--- src/rtl/fifo_wr_arbiter.sv ---
// Round-robin, frame-locking arbiter sharing one FIFO write port between two
// byte-stream requesters; a grant lasts until LAST or the MAX_BURST cap.
module fifo_wr_arbiter #(
    parameter int Data_Width = 8,
    parameter int MAX_BURST  = 4
) (
    input  logic                  CLK,
    input  logic                  RST,
    input  logic                  EN,
    input  logic                  FIFO_Full,
    input  logic                  REQ0,
    input  logic [Data_Width-1:0] DATA0,
    input  logic                  LAST0,
    input  logic                  REQ1,
    input  logic [Data_Width-1:0] DATA1,
    input  logic                  LAST1,
    output logic                  GNT0,
    output logic                  GNT1,
    output logic                  ACK0,
    output logic                  ACK1,
    output logic                  W_INC,
    output logic [Data_Width-1:0] W_DATA,
    output logic                  BUSY,
    output logic                  OVF
);

    localparam int CW = $clog2(MAX_BURST + 1);
    localparam logic [CW-1:0] CAP_BEAT = CW'(MAX_BURST - 1);

    typedef enum logic [1:0] {
        IDLE   = 2'd0,
        GNT0_S = 2'd1,
        GNT1_S = 2'd2
    } state_t;

    state_t          state_r;
    logic            gnt0_r;
    logic            gnt1_r;
    logic            busy_r;
    logic            ovf_r;
    logic            last_r;     // 1: requester 1 was served last
    logic [CW-1:0]   beat_r;

    logic                  xfer0_s;
    logic                  xfer1_s;
    logic                  xfer_s;
    logic                  cur_last_s;
    logic [Data_Width-1:0] w_data_s;

    // Transfer qualification and write-port mux; nothing is written while full.
    always_comb begin
        xfer0_s    = gnt0_r & REQ0 & ~FIFO_Full;
        xfer1_s    = gnt1_r & REQ1 & ~FIFO_Full;
        xfer_s     = xfer0_s | xfer1_s;
        cur_last_s = gnt1_r ? LAST1 : LAST0;
        if (xfer0_s) begin
            w_data_s = DATA0;
        end else if (xfer1_s) begin
            w_data_s = DATA1;
        end else begin
            w_data_s = {Data_Width{1'b0}};
        end
    end

    assign ACK0   = xfer0_s;
    assign ACK1   = xfer1_s;
    assign W_INC  = xfer_s;
    assign W_DATA = w_data_s;
    assign GNT0   = gnt0_r;
    assign GNT1   = gnt1_r;
    assign BUSY   = busy_r;
    assign OVF    = ovf_r;

    // Arbitration state machine with registered grant, busy and overflow flags.
    always_ff @(posedge CLK) begin
        if (!RST) begin
            state_r <= IDLE;
            gnt0_r  <= 1'b0;
            gnt1_r  <= 1'b0;
            busy_r  <= 1'b0;
            ovf_r   <= 1'b0;
            last_r  <= 1'b1;
            beat_r  <= {CW{1'b0}};
        end else begin
            ovf_r <= 1'b0;
            case (state_r)
                IDLE: begin
                    if (EN && REQ0 && (!REQ1 || last_r)) begin
                        state_r <= GNT0_S;
                        gnt0_r  <= 1'b1;
                        busy_r  <= 1'b1;
                        beat_r  <= {CW{1'b0}};
                    end else if (EN && REQ1) begin
                        state_r <= GNT1_S;
                        gnt1_r  <= 1'b1;
                        busy_r  <= 1'b1;
                        beat_r  <= {CW{1'b0}};
                    end else begin
                        state_r <= IDLE;
                    end
                end
                GNT0_S, GNT1_S: begin
                    if (xfer_s) begin
                        // A LAST beat that also hits the cap is a normal end.
                        if (cur_last_s || (beat_r == CAP_BEAT)) begin
                            state_r <= IDLE;
                            gnt0_r  <= 1'b0;
                            gnt1_r  <= 1'b0;
                            busy_r  <= 1'b0;
                            last_r  <= (state_r == GNT1_S);
                            ovf_r   <= ~cur_last_s;
                        end else begin
                            beat_r <= beat_r + CW'(1);
                        end
                    end else begin
                        state_r <= state_r;
                    end
                end
                default: begin
                    state_r <= IDLE;
                    gnt0_r  <= 1'b0;
                    gnt1_r  <= 1'b0;
                    busy_r  <= 1'b0;
                end
            endcase
        end
    end

endmodule

--- config.mk ---
export PLATFORM = sky130hd
export DESIGN_NAME = fifo_wr_arbiter
export DESIGN_NICKNAME = d
export VERILOG_FILES = /design/src/rtl/fifo_wr_arbiter.sv
export SDC_FILE = /design/constraint.sdc
export NUM_CORES = 1
export LEC_CHECK = 0
export BUFFER_PORTS_ARGS = -buffer_cell sky130_fd_sc_hd__buf_2
export CORE_MARGIN = 3
export CORE_UTILIZATION = 46
export DETAILED_ROUTE_END_ITERATION = 10
export HOLD_SLACK_MARGIN = 0.1
export PLACE_DENSITY = 0.82
export SETUP_SLACK_MARGIN = 0.05
export SYNTH_ARGS = -nofsm -noshare
export SYNTH_HDL_FRONTEND = slang
export SYNTH_SLANG_ARGS = --single-unit
--- constraint.sdc ---
create_clock -name CLK -period 2.55 [get_ports CLK]
set_input_delay 0.3825 -clock CLK [delete_from_list [all_inputs] [get_ports CLK]]
set_output_delay 0.3825 -clock CLK [all_outputs]
set_load 0.005 [all_outputs]
**Yosys cells after proc, flatten, opt, wreduce, memory -nomap -nowiden**

Cells that the tools add are included.

- Add/sub/neg operators: 1
- Equal/unequal tests: 10
- Mux-type cells: 22
- Bitwise gates (word level): 7
- Reduce and logical (&&, ||, !) cells: 16

Operator list:

| cell | count |
|---|---|
| 8-bit 2-to-1 mux | 2 |
| 3-bit 2-to-1 mux | 4 |
| 2-bit != test, second input constant | 6 |
| 4-bit AND reduction | 3 |
| 3-bit AND reduction | 3 |
| 2-bit 2-to-1 mux | 4 |
| 1-bit 2-to-1 mux | 7 |
| 1-bit case mux with 2 select lines | 3 |
| 3-bit case mux with 2 select lines | 1 |
| 1-bit AND | 4 |
| 2-bit case mux with 2 select lines | 1 |
| 3-bit by 1-bit adder with 3-bit output, second input constant | 1 |
| 3-bit by 2-bit == test with 1-bit output, second input constant | 1 |
| 1-bit logical AND | 3 |
| 3-bit != test, second input constant | 1 |
| 2-bit by 1-bit == test with 1-bit output, second input constant | 1 |
| 2-bit == test, second input constant | 1 |
| 2-bit logical NOT | 1 |
| 1-bit logical OR | 2 |
| 1-bit NOT | 2 |
| 2-bit AND reduction | 1 |
| 2-bit nonzero test | 1 |
| 2-bit OR reduction | 1 |
| 1-bit logical NOT | 1 |
| 1-bit OR | 1 |

- Bits in registers: 10
- Word-level logic and storage cells: 63

**Depth between registers and ports, before layout**

- Depth after elaboration: 5
- Depth in mapped cells: 7
- Mapped depth without buffers: 6

**Worst setup path before layout**

No wires, ideal clock.

- Kind: reg-to-reg
- Start: reg state_r[1]
- End: reg gnt0_r, in the netlist GNT0
- Setup time: 115 ps
- Data arrival time: 1381 ps
- Path slack: 1054 ps
- Cell stages (with the launch flop): 7
- Path buffers: 1
- Path through: dfxtp_1 -> inv_1 -> ha_1 -> clkbuf_1 -> inv_1 -> o211a_1 -> o21a_1

- Cells in the longest elaborated chain, start to end: 4

RTL lines:

| item | line | text |
|---|---|---|
| start, declared | 36 | `state_t state_r;` |
| start signal, assigned | 116 | `state_r <= state_r;` |
| 2-bit == test or 2-bit by 1-bit == test with 1-bit output (tied branches) | 86 | `case (state_r)` |
| 2-bit OR reduction | 86 |  |
| 2-bit != test (no line) | -- |  |
| 3-bit AND reduction (no line) | -- |  |
| end signal, assigned | 78 | `gnt0_r <= 1'b0;` |
| end signal, assigned | 90 | `gnt0_r <= 1'b1;` |
| end signal, assigned | 107 | `gnt0_r <= 1'b0;` |
| end, declared | 37 | `logic gnt0_r;` |

Parallel ways exist; a longest one is shown, timed or not.
A chain may end at the register's enable or synchronous reset.

**Worst setup path after layout**

- Start: in FIFO_Full
- End: out W_DATA[6]

- Cells in the longest elaborated chain, start to end: 4

RTL lines:

| item | line | text |
|---|---|---|
| start, declared | 10 | `input logic FIFO_Full,` |
| 1-bit NOT * | 52, 53 |  |
| 1-bit AND | 53 | `xfer1_s = gnt1_r & REQ1 & ~FIFO_Full;` |
| 8-bit 2-to-1 mux | 58 | `end else if (xfer1_s) begin` |
| 8-bit 2-to-1 mux * | 56 | `if (xfer0_s) begin` |
| end, declared | 22 | `output logic [Data_Width-1:0] W_DATA,` |

Every way passes the cells marked *; elsewhere a longest branch is shown, timed or not.

==> qor.yml <==
wl_met2_microns: 999
synth_cell_types: 30
cellPowerDensity_nw_per_um2: 398.3
drc: 0
irDropWorstVdd_mv: 0.2643
maxCapViolations: 0
period_needed_ps: 1948
drtPass1Iterations: 4
worst-slew-pin-transition_ps: 418.4
nets: 154
wire_per_inst_microns: 13.91
num_io_pins: 39
via_count: 789
finalSetupViolations: 0
rr_endpoint: "GNT1"
clk_path_buf_depth: 2
min_path_cells: 2
cts_setup_buffers: 0
p_int_w: 0.0002627
crit_type: "in2out"
antenna_found_initial: 0
rsz0062_at_grt: "no"
hold_viol_final: 0
core_area_sq_um: 1383
num_antenna_cells: 0
critPathMaxFanout: 10
setup.worst_path.end_class: "output port"
outcome: "complete, no violations"
worstPathArrival_ps: 1570
slew_viol_final: 0
h-tree-depth: 1
yosysMostFrequentCell: "nand2_1"
initial_core_util: 0.5204
highest_layer: "met4"
synth_edf_count: 0
dpl.hpwl_mm: 1.551
syn-instance-count: 86
max_freq_ghz: 0.5132
clock_tree.root_cell: "clkbuf_4"
dieWidth_microns: 45.55
cp.required_ps: 2170
fin_util: 0.6742
ys_ff_latch: 10
clk_pin_slew_ps: 60
r2r_cells: 5
ys_warn_count: 0
pre_cts_ws_ps: 638.4
synthArstFlopShare: 0
grt_usage: 0.2100
drive_above_1_share: 0.3710
leakage_nw: 0.4744
hp-class: "in2reg"
r2r_start: "state_r[0]"
finalClockSkew_ps: 2.655
p_clk_frac: 0.284
power.switching_w: 0.0001086
syn-cell-area_sq_um: 719.4
drtIter0Drc: 25
grt_overflow_total: 0
period_share: 0.7641
grt_max_degree: 12
synth-main-ff-cell: "dfxtp_1"
yosys.area.top_type: "dfxtp_1"
cp-start-kind: "primary input"
clkSinkCount: 10
gp_congestion: 0.7839
syn_to_final_growth_pct: 29.57
fillers: 121
startpoint: "FIFO_Full"
comb_power_share: 0.261
vias_per_cell: 5.676
cts_tree: "yes"
p_sw_frac: 0.2925
grt_pass1_wl_mm: 3.084
rows: 13
die_area_sq_um: 2074
p_seq_frac: 0.455
syn_avg_cell_area_sq_um: 8.366
relSlewSlack: 0.7181
hp-start: "RST"
drt_wl_total_mm: 1.933
cts_resized: 0
drt-met1-wl_microns: 772
reg2reg_slack_ps: 870
final_antenna_net_count: 0
yosys-top-cells-count: "nand2_1, a22o_1, dfxtp_1, inv_1"
grt_pass1_vias: 726
cts_buffers: 3
route.met3.wl_microns: 125
postCtsHoldBufs: 0
finalSetupTns_ps: 0
clkLatencyLatePin_ps: 270
io_buffers: 38
synth_top_area_frac: 0.2783
syn_nets: 114
ys_top_cells_by_area: "dfxtp_1, a22o_1, ha_1"
die_y_microns: 45.55
hold_end: "last_r"
seq_area_frac_synth: 0.2783
worst_slack_ps: 601.6
-- worst max-delay path: stages --
cell and delay, ps:
buf_2 160, inv_2 70, and3_1 310, nor3_4 330, a22o_1 190, buf_2 110
-- cell type report --
type	instances	area [sq um]	share of cell area
clock buffer	3	22.52	0.02416
sequential	10	200.2	0.2148
tap	15	18.77	0.02013
inverter	11	41.29	0.04430
multi-input combinational	62	459.2	0.4926
timing repair buffer	38	190.2	0.2040
-- per-stage QoR --
| step | std cells | hold slack (ps) | cell area [sq um] | total power, W |
|---|---|---|---|---|
| floorplan | 86 | 434.7 | 719.4 | 0.0002278 |
| global placement | 136 | 445.4 | 909.6 | 0.0002656 |
| detailed placement | 136 | 461.6 | 909.6 | 0.0002686 |
| CTS | 139 | 404.3 | 932.1 | 0.0003764 |
| global route | 139 | 429.2 | 932.1 | 0.0003970 |
| finish | 139 | 413.0 | 932.1 | 0.0003712 |
-- metal layers --
metal,track usage,vias to the layer above
met3,0.07510,5
met4,0.1053,0
met1,0.2310,359
li1,-,399
met5,0,-
met2,0.3510,26
-- power groups by stage --
stage	sequential [W]	combinational [W]	clock, W
2_1_floorplan	0.000172	0.0000557	0
3_3_place_gp	0.000172	0.0000937	0
3_5_place_dp	0.000172	0.0000964	0
4_1_cts	0.000169	0.0000965	0.000111
5_1_grt	0.000169	0.000108	0.000120
6_report	0.000169	0.0000970	0.000105
-- logic make-up after synthesis --
logic type | after synthesis | share of synthesized area
muxes | 4 | 0.06260
AOI/OAI and AO/OA | 31 | 0.3304
and+or+nand+nor | 23 | 0.1757
buffers and inverters | 14 | 0.08347
adders and majority gates | 4 | 0.06957
DFF | 10 | 0.2783
-- cells in the final DEF, fill, tap and decap left out, drive strengths merged --
cell / n
dfxtp: 10
a21oi: 3
nor4: 1
nor3: 2
clkbuf: 3
nand3b: 1
a21boi: 2
a211oi: 1
nand2: 12
o311ai: 1
inv: 11
o21ai: 4
nand4b: 1
a31oi: 1
o211a: 1
a22oi: 2
o211ai: 1
a22o: 10
ha: 4
nor2: 2
o21a: 3
o32ai: 2
and3: 1
mux2i: 3
buf: 38
mux2: 1
nand4: 3
-- flip-flops by register name (all words and copies together) (netlist names) --
| signal | flops |
|---|---|
| GNT0 | 1 |
| last_r | 1 |
| beat_r | 3 |
| BUSY | 1 |
| GNT1 | 1 |
| OVF | 1 |
| state_r | 2 |
-- worst max-delay path by stage --
stage                            to  depth (start not counted)  slack, ps
after floorplan                GNT0                          6       1050
after global placement    W_DATA[2]                          6        720
after detailed placement  W_DATA[6]                          6        640
after CTS                 W_DATA[6]                          6        630
after global routing      W_DATA[5]                          6        510
final                     W_DATA[6]                          6        600
No activity file was read; power rests on OpenSTA's default activity.
